`src/rtl/tl_phase_scheduler.sv`:
```
//==============================================================================
// tl_phase_scheduler : round-robin timed phase scheduler for a 4-movement
//                      intersection (A straight/left, B straight/left).
// Revision: 1.0
//==============================================================================
`default_nettype none

module tl_phase_scheduler #(
  parameter int MIN_GREEN   = 4,
  parameter int MAX_GREEN   = 8,
  parameter int YELLOW_TIME = 2,
  parameter int CNT_W       = 4
) (
  input  logic       clk,
  input  logic       reset,
  input  logic       Ta,
  input  logic       Tal,
  input  logic       Tb,
  input  logic       Tbl,
  output logic [1:0] La,
  output logic [1:0] Lb,
  output logic [1:0] phase,
  output logic       yellow
);

  // Encoding puts the phase index in [2:1] and the yellow flag in [0].
  typedef enum logic [2:0] {
    AG  = 3'b000,
    AGY = 3'b001,
    AL  = 3'b010,
    ALY = 3'b011,
    BG  = 3'b100,
    BGY = 3'b101,
    BL  = 3'b110,
    BLY = 3'b111
  } state_t;

  localparam logic [CNT_W-1:0] MIN_LAST = CNT_W'(MIN_GREEN - 1);
  localparam logic [CNT_W-1:0] MAX_LAST = CNT_W'(MAX_GREEN - 1);
  localparam logic [CNT_W-1:0] YEL_LAST = CNT_W'(YELLOW_TIME - 1);

  localparam logic [1:0] GREEN = 2'b00;
  localparam logic [1:0] YELW  = 2'b01;
  localparam logic [1:0] LEFT  = 2'b10;
  localparam logic [1:0] RED   = 2'b11;

  state_t           state, state_nx;
  logic [CNT_W-1:0] timer, timer_nx;
  logic [3:0]       pend, pend_nx;
  logic [3:0]       sensor, own_mask, green_mask, other;
  logic [1:0]       cur, grant;
  logic             in_yellow;

  always_comb begin
    sensor     = {Tbl, Tb, Tal, Ta};
    cur        = state[2:1];
    in_yellow  = state[0];
    own_mask   = 4'b0001 << cur;
    green_mask = in_yellow ? 4'b0000 : own_mask;
    pend_nx    = (pend | sensor) & ~green_mask;
    other      = pend & ~own_mask;

    // Nearest pending requester after the current phase; descending scan so
    // the smallest offset is the one that sticks.
    grant = cur + 2'd1;
    for (int k = 3; k >= 1; k--) begin
      if (pend[cur + 2'(k)]) grant = cur + 2'(k);
    end

    state_nx = state;
    if (in_yellow) begin
      if (timer == YEL_LAST) state_nx = state_t'({grant, 1'b0});
    end else if ((|other) && (timer >= MIN_LAST) &&
                 (!sensor[cur] || (timer >= MAX_LAST))) begin
      state_nx = state_t'({cur, 1'b1});
    end

    if (state_nx != state)                   timer_nx = '0;
    else if (!in_yellow && timer == MAX_LAST) timer_nx = timer;
    else                                      timer_nx = timer + 1'b1;
  end

  always_ff @(posedge clk) begin
    if (reset) begin
      state <= AG;
      timer <= '0;
      pend  <= 4'b0000;
    end else begin
      state <= state_nx;
      timer <= timer_nx;
      pend  <= pend_nx;
    end
  end

  always_comb begin
    La     = RED;
    Lb     = RED;
    phase  = cur;
    yellow = in_yellow;
    case (state)
      AG:       La = GREEN;
      AL:       La = LEFT;
      AGY, ALY: La = YELW;
      BG:       Lb = GREEN;
      BL:       Lb = LEFT;
      BGY, BLY: Lb = YELW;
      default:  ;
    endcase
  end

endmodule

`default_nettype wire

```
`config.mk`:
```
export PLATFORM = sky130hd
export DESIGN_NAME = tl_phase_scheduler
export DESIGN_NICKNAME = d
export VERILOG_FILES = /design/src/rtl/tl_phase_scheduler.sv
export SDC_FILE = /design/constraint.sdc
export NUM_CORES = 1
export LEC_CHECK = 0
export ABC_AREA = 1
export BUFFER_PORTS_ARGS = -buffer_cell sky130_fd_sc_hd__buf_2
export CELL_PAD_IN_SITES_DETAIL_PLACEMENT = 2
export CELL_PAD_IN_SITES_GLOBAL_PLACEMENT = 2
export CORE_MARGIN = 2
export CORE_UTILIZATION = 30
export DETAILED_ROUTE_END_ITERATION = 7
export PLACE_DENSITY_LB_ADDON = 0.1
export SLEW_MARGIN = 20
export SYNTH_ARGS = -nofsm -noshare
export SYNTH_HDL_FRONTEND = slang
export SYNTH_SLANG_ARGS = --single-unit
export TNS_END_PERCENT = 10
```
`constraint.sdc`:
```
create_clock -name clk -period 1.8 [get_ports clk]
set_input_delay 0.09 -clock clk [delete_from_list [all_inputs] [get_ports clk]]
set_output_delay 0.09 -clock clk [all_outputs]
set_load 0.03 [all_outputs]
```
Word level (Yosys, flattened, before mapping)
Index checks and enable logic that the tools add are counted.

storage, ports and cells
  memory bits (read-only) = 0
  word-level logic and storage cells = 57
  bits in writable memories = 0
  input port bits = 6
  bits in latches = 0
  memories = 0
  register bits after elaboration = 11

cells by class
  reductions and logical operators = 11
  order comparisons = 6
  bitwise gates (word level) = 5
  eq/ne operators = 10
  divide/modulo/power cells = 0
  $mul = 0
  add/sub/neg operators = 4
  muxes and demuxes = 17
  shifts and indexed selects = 1

operators with widths
  kind                                                  number
  equality test 3 bit (second input constant)           4
  < comparator 2 x 3 -> 1 bit (second input constant)   4
  case mux 2 bit (3 select lines)                       2
  bitwise AND 4 bit                                     2
  binary-select mux 1 bit (select 2 bit)                4
  NOT 4 bit                                             2
  equality test 3 x 2 -> 1 bit (second input constant)  2
  2-to-1 mux 2 bit                                      3
  2-to-1 mux 3 bit                                      2
  OR reduction 2 bit                                    3
  2-to-1 mux 1 bit                                      5
  adder 2 bit (second input constant)                   2
  adder 4 x 1 -> 4 bit (second input constant)          1
  equality test 4 x 1 -> 1 bit (second input constant)  1
  equality test 4 x 3 -> 1 bit (second input constant)  1
  >= comparator 4 x 2 -> 1 bit (second input constant)  1
  >= comparator 4 x 3 -> 1 bit (second input constant)  1
  2-to-1 mux 4 bit                                      1
  OR 4 bit                                              1
  OR reduction 4 bit                                    1
  << shifter 1 x 2 -> 4 bit (first input constant)      1
  equality test 3 x 1 -> 1 bit (second input constant)  1
  logical AND 1 bit                                     3
  zero test 3 bit                                       1
  4 further kinds                                       5

Depth between registers and ports, before layout
  word-level depth = 10
  mapped depth = 10
  gate-level depth less buffers = 9

Worst setup path after synthesis
OpenSTA, ideal clock, no wires.

  path type = register to register
  from = reg state[1]
  to = reg state[1]
  period minus slack after synthesis = 1.674 ns
  arrival time = 1.618 ns
  stages on the path, launching flop included = 11
  path slack = 0.126 ns
  library setup time = 0.056 ns
  path buffers = 1
  required time = 1.744 ns
  path through = dfxtp_1 buf_6 inv_8 ha_1 inv_1 nand3_2 nand2_2 o21ai_1 a21oi_1 nand2_1 inv_1

between the ends
  longest elaborated chain between the ends = 8
  elaborated cells on any way between the ends = 14

ends and longest elaborated chain
  element                                 RTL line  RTL
  start: declaration                      47        state_t state, state_nx;
  start signal: assignment                89        state <= state_nx;
  adder 2 bit                             67        if (pend[cur + 2'(k)]) grant = cur + 2'(k);
  binary-select mux 1 bit (select 2 bit)  67
  2-to-1 mux 1 bit (implied by the code)  67
  2-to-1 mux 2 bit (3 in series)          67
  2-to-1 mux 3 bit                        72        if (timer == YEL_LAST) state_nx = state_t'({grant, 1'b0});
  2-to-1 mux 3 bit *                      71        if (in_yellow) begin

Every way passes the cells marked *; elsewhere a longest branch is shown, timed or not. The select of a mux whose other input is x is not followed.
A chain may end at the register's enable or synchronous reset.

Final worst setup path
  from = reg state[2]
  to = reg state[1]

between the ends
  longest elaborated chain between the ends = 8
  elaborated cells on any way between the ends = 14

ends and longest elaborated chain
  element                                 RTL line
  adder 2 bit                             67
  binary-select mux 1 bit (select 2 bit)  67
  2-to-1 mux 1 bit (implied by the code)  67
  2-to-1 mux 2 bit (2 in series)          67
  2-to-1 mux 2 bit *                      67
  2-to-1 mux 3 bit *                      72
  2-to-1 mux 3 bit *                      71

Marks and branches as above.

==> results.json <==
{
  "r2r_slack_ns": 0.26,
  "h-tree-depth": 1,
  "overflow": 0,
  "min_from": "Tb",
  "path_cells": "inv_2 > ha_1 > inv_1 > nand3_2 > nand2_2 > o21ai_1 > a21oi_1 > nand2_1 > inv_1",
  "dieArea_um2": 2990,
  "synth_area_um2": 771,
  "cts_resized": 0,
  "grt_pass1_vias": 730,
  "hold_violations": 0,
  "final_common_cell": "nand2_1",
  "synthFlopType": "dfxtp_1",
  "n_antenna_cell": 0,
  "grt_pass1_wl_um": 3460,
  "synthTopCellsByArea": "dfxtp_1 29%, nand2_1 11%, ha_1 9.7%",
  "grt_max_degree": 12,
  "drtAntennaViolNets": 0,
  "dp_hpwl_um": 1710,
  "multiInputGateArea_um2": 475,
  "yosys.area.top_type": "dfxtp_1",
  "fin_setup_tns_ns": 0,
  "nets": 135,
  "route.detailed.drc": 0,
  "dieHeight_um": 54.7,
  "timing.max_cap.violations": 0,
  "syn_nets": 118,
  "cp_max_fo": 6,
  "cts_buffer_depth": 2,
  "hold_buffers": 0,
  "synthArstFlopShare_pct": 0,
  "slowest_stage": "dfxtp_1",
  "dpl-instance-area_um2": 868,
  "synth_edf_count": 0,
  "critical-path-top-delay-family": "flip-flops",
  "post-place-cells": 148,
  "final_core_util_pct": 36.4,
  "min_period_ns": 1.54,
  "insertion_delay_ns": 0.27,
  "powerDensity_nw_per_um2": 674,
  "vias_per_cell": 4.88,
  "numPortBuffers": 12,
  "instances_no_fill": 152,
  "drive_above_1_share_pct": 32.0,
  "mostFrequentLayoutCells": "23 x nand2_1, 12 x buf_2, 11 x dfxtp_1",
  "area_growth_pct": 16.1,
  "hold_path_class": "primary input to flop",
  "slew_viol_final": 0,
  "endpoint_kind": "flop",
  "cp_data_arrival_time_ns": 1.76,
  "hold_end": "pend[2]",
  "start_util_pct": 31.4,
  "crit_type": "flop to flop",
  "finClkSkew_ns": 0.00313,
  "worst_path_most_repeated_cell": "inv_1",
  "design_area_um2": 895,
  "ir_worst_vdd_v": 0.000386,
  "r2r_start": "state[2]",
  "dp_slack_ns": 0.260,
  "gp_congestion": 0.716,
  "ys_seq_area_share_pct": 28.6,
  "worst_pin_slew_ns": 0.368,
  "die_w_um": 54.7,
  "cts_tree": "built",
  "cp.required_ns": 2.02,
  "synth.yosys.warnings": 0,
  "dr_total_vias": 742,
  "slowest_delay_ns": 0.43,
  "yosys_register_bits": 11,
  "cp_num_buf_inv": 3,
  "relSlewSlack_pct": 75.3,
  "min_path_cells": 3,
  "fill_cells": 309,
  "synth_cells": 106,
  "register_area_um2": 220,
  "finalCritPeriodShare_pct": 85.7,
  "wl_per_cell_um": 13.6,
  "synth_top_area_share_pct": 28.6,
  "drtIter0Drc": 2,
  "avgSynthCellArea_um2": 7.27,
  "grt_use_total_pct": 16.7,
  "cts_root_buffer": "clkbuf_4",
  "antenna_found_initial": 0,
  "r2r-end": "state[1]",
  "r2r_cells": 9,
  "rsz0062_at_grt": "false",
  "cts_buffers": 3,
  "synth.distinct_cells": 24,
  "max_freq_mhz": 648,
  "totalWireLength_um": 2060,
  "startpoint_type": "flop",
  "first_pass_iters": 2,
  "cts.clk_slew.worst_paths_ns": 0.08,
  "clock-sinks": 11,
  "core_area_um2": 2450,
  "leakagePower_uw": 0.000417,
  "ios": 13,
  "setup_viol": 0,
  "status": "completed",
  "cts_setup_buffers": 0,
  "placementRows": 18,
  "layout_setup_ws_ns": 0.257
}
-- area by class of cell --
| type | count | area share (%) |
|---|---|---|
| Clock buffer | 4 | 2.94 |
| Sequential cell | 11 | 24.6 |
| Multi-Input combinational cell | 79 | 53.1 |
| Tap cell | 30 | 4.20 |
| Inverter | 14 | 6.71 |
| Timing Repair Buffer | 14 | 8.39 |
-- cell usage after synthesis (3+ instances only) --
cell,n
nand3_1,5
inv_2,3
a21oi_1,4
inv_1,10
nand3_2,5
ha_1,6
a211oi_1,4
dfxtp_1,11
nor2_1,10
o21ai_1,3
nand2_2,6
nand2_1,23
-- cells by family after synthesis --
logic type | count (synthesis) | synth area share [%]
compound gates | 16 | 13.5
xor+xnor | 1 | 1.14
fa+ha+maj | 6 | 9.74
buf+inv | 16 | 9.74
flops | 11 | 28.6
simple gates | 56 | 37.3
-- power breakdown --
part,internal [µW],switching [µW],total [µW]
Sequential,261,17.8,279
Clock,85.7,92.9,179
Combinational,54.7,90.6,145
-- flip-flops by register name, summed over array words and instances, names as in the netlist --
name   count
pend       4
timer      4
state      3
-- per-stage QoR --
step | power (µW) | hold WS (ns)
finish | 603 | 0.0979
floorplan | 393 | 0.255
global placement | 429 | 0.380
global route | 650 | 0.117
CTS | 615 | 0.0941
detailed placement | 434 | 0.387
-- tightest hold or removal path: stages --
cell and delay, ns:
buf_2 0.11, nor2_1 0.08, a211oi_1 0.05
-- worst max-delay path by stage --
stage,start,cells after the start,to
after CTS,state[2],9,state[1]
final,state[2],9,state[1]
after global placement,state[1],9,state[1]
after global routing,state[2],9,state[2]
after floorplan,state[1],10,state[1]
after detailed placement,state[2],9,state[1]
-- per-layer routing --
layer  share of wire, %  wire (µm)  GRT usage, %
met1                 47        969          21.3
met2                 48        983          27.2
met3                4.6         95          3.83
met4               0.78         16          6.25
met5                  0          0             0
(Power assumes the default switching activity.)
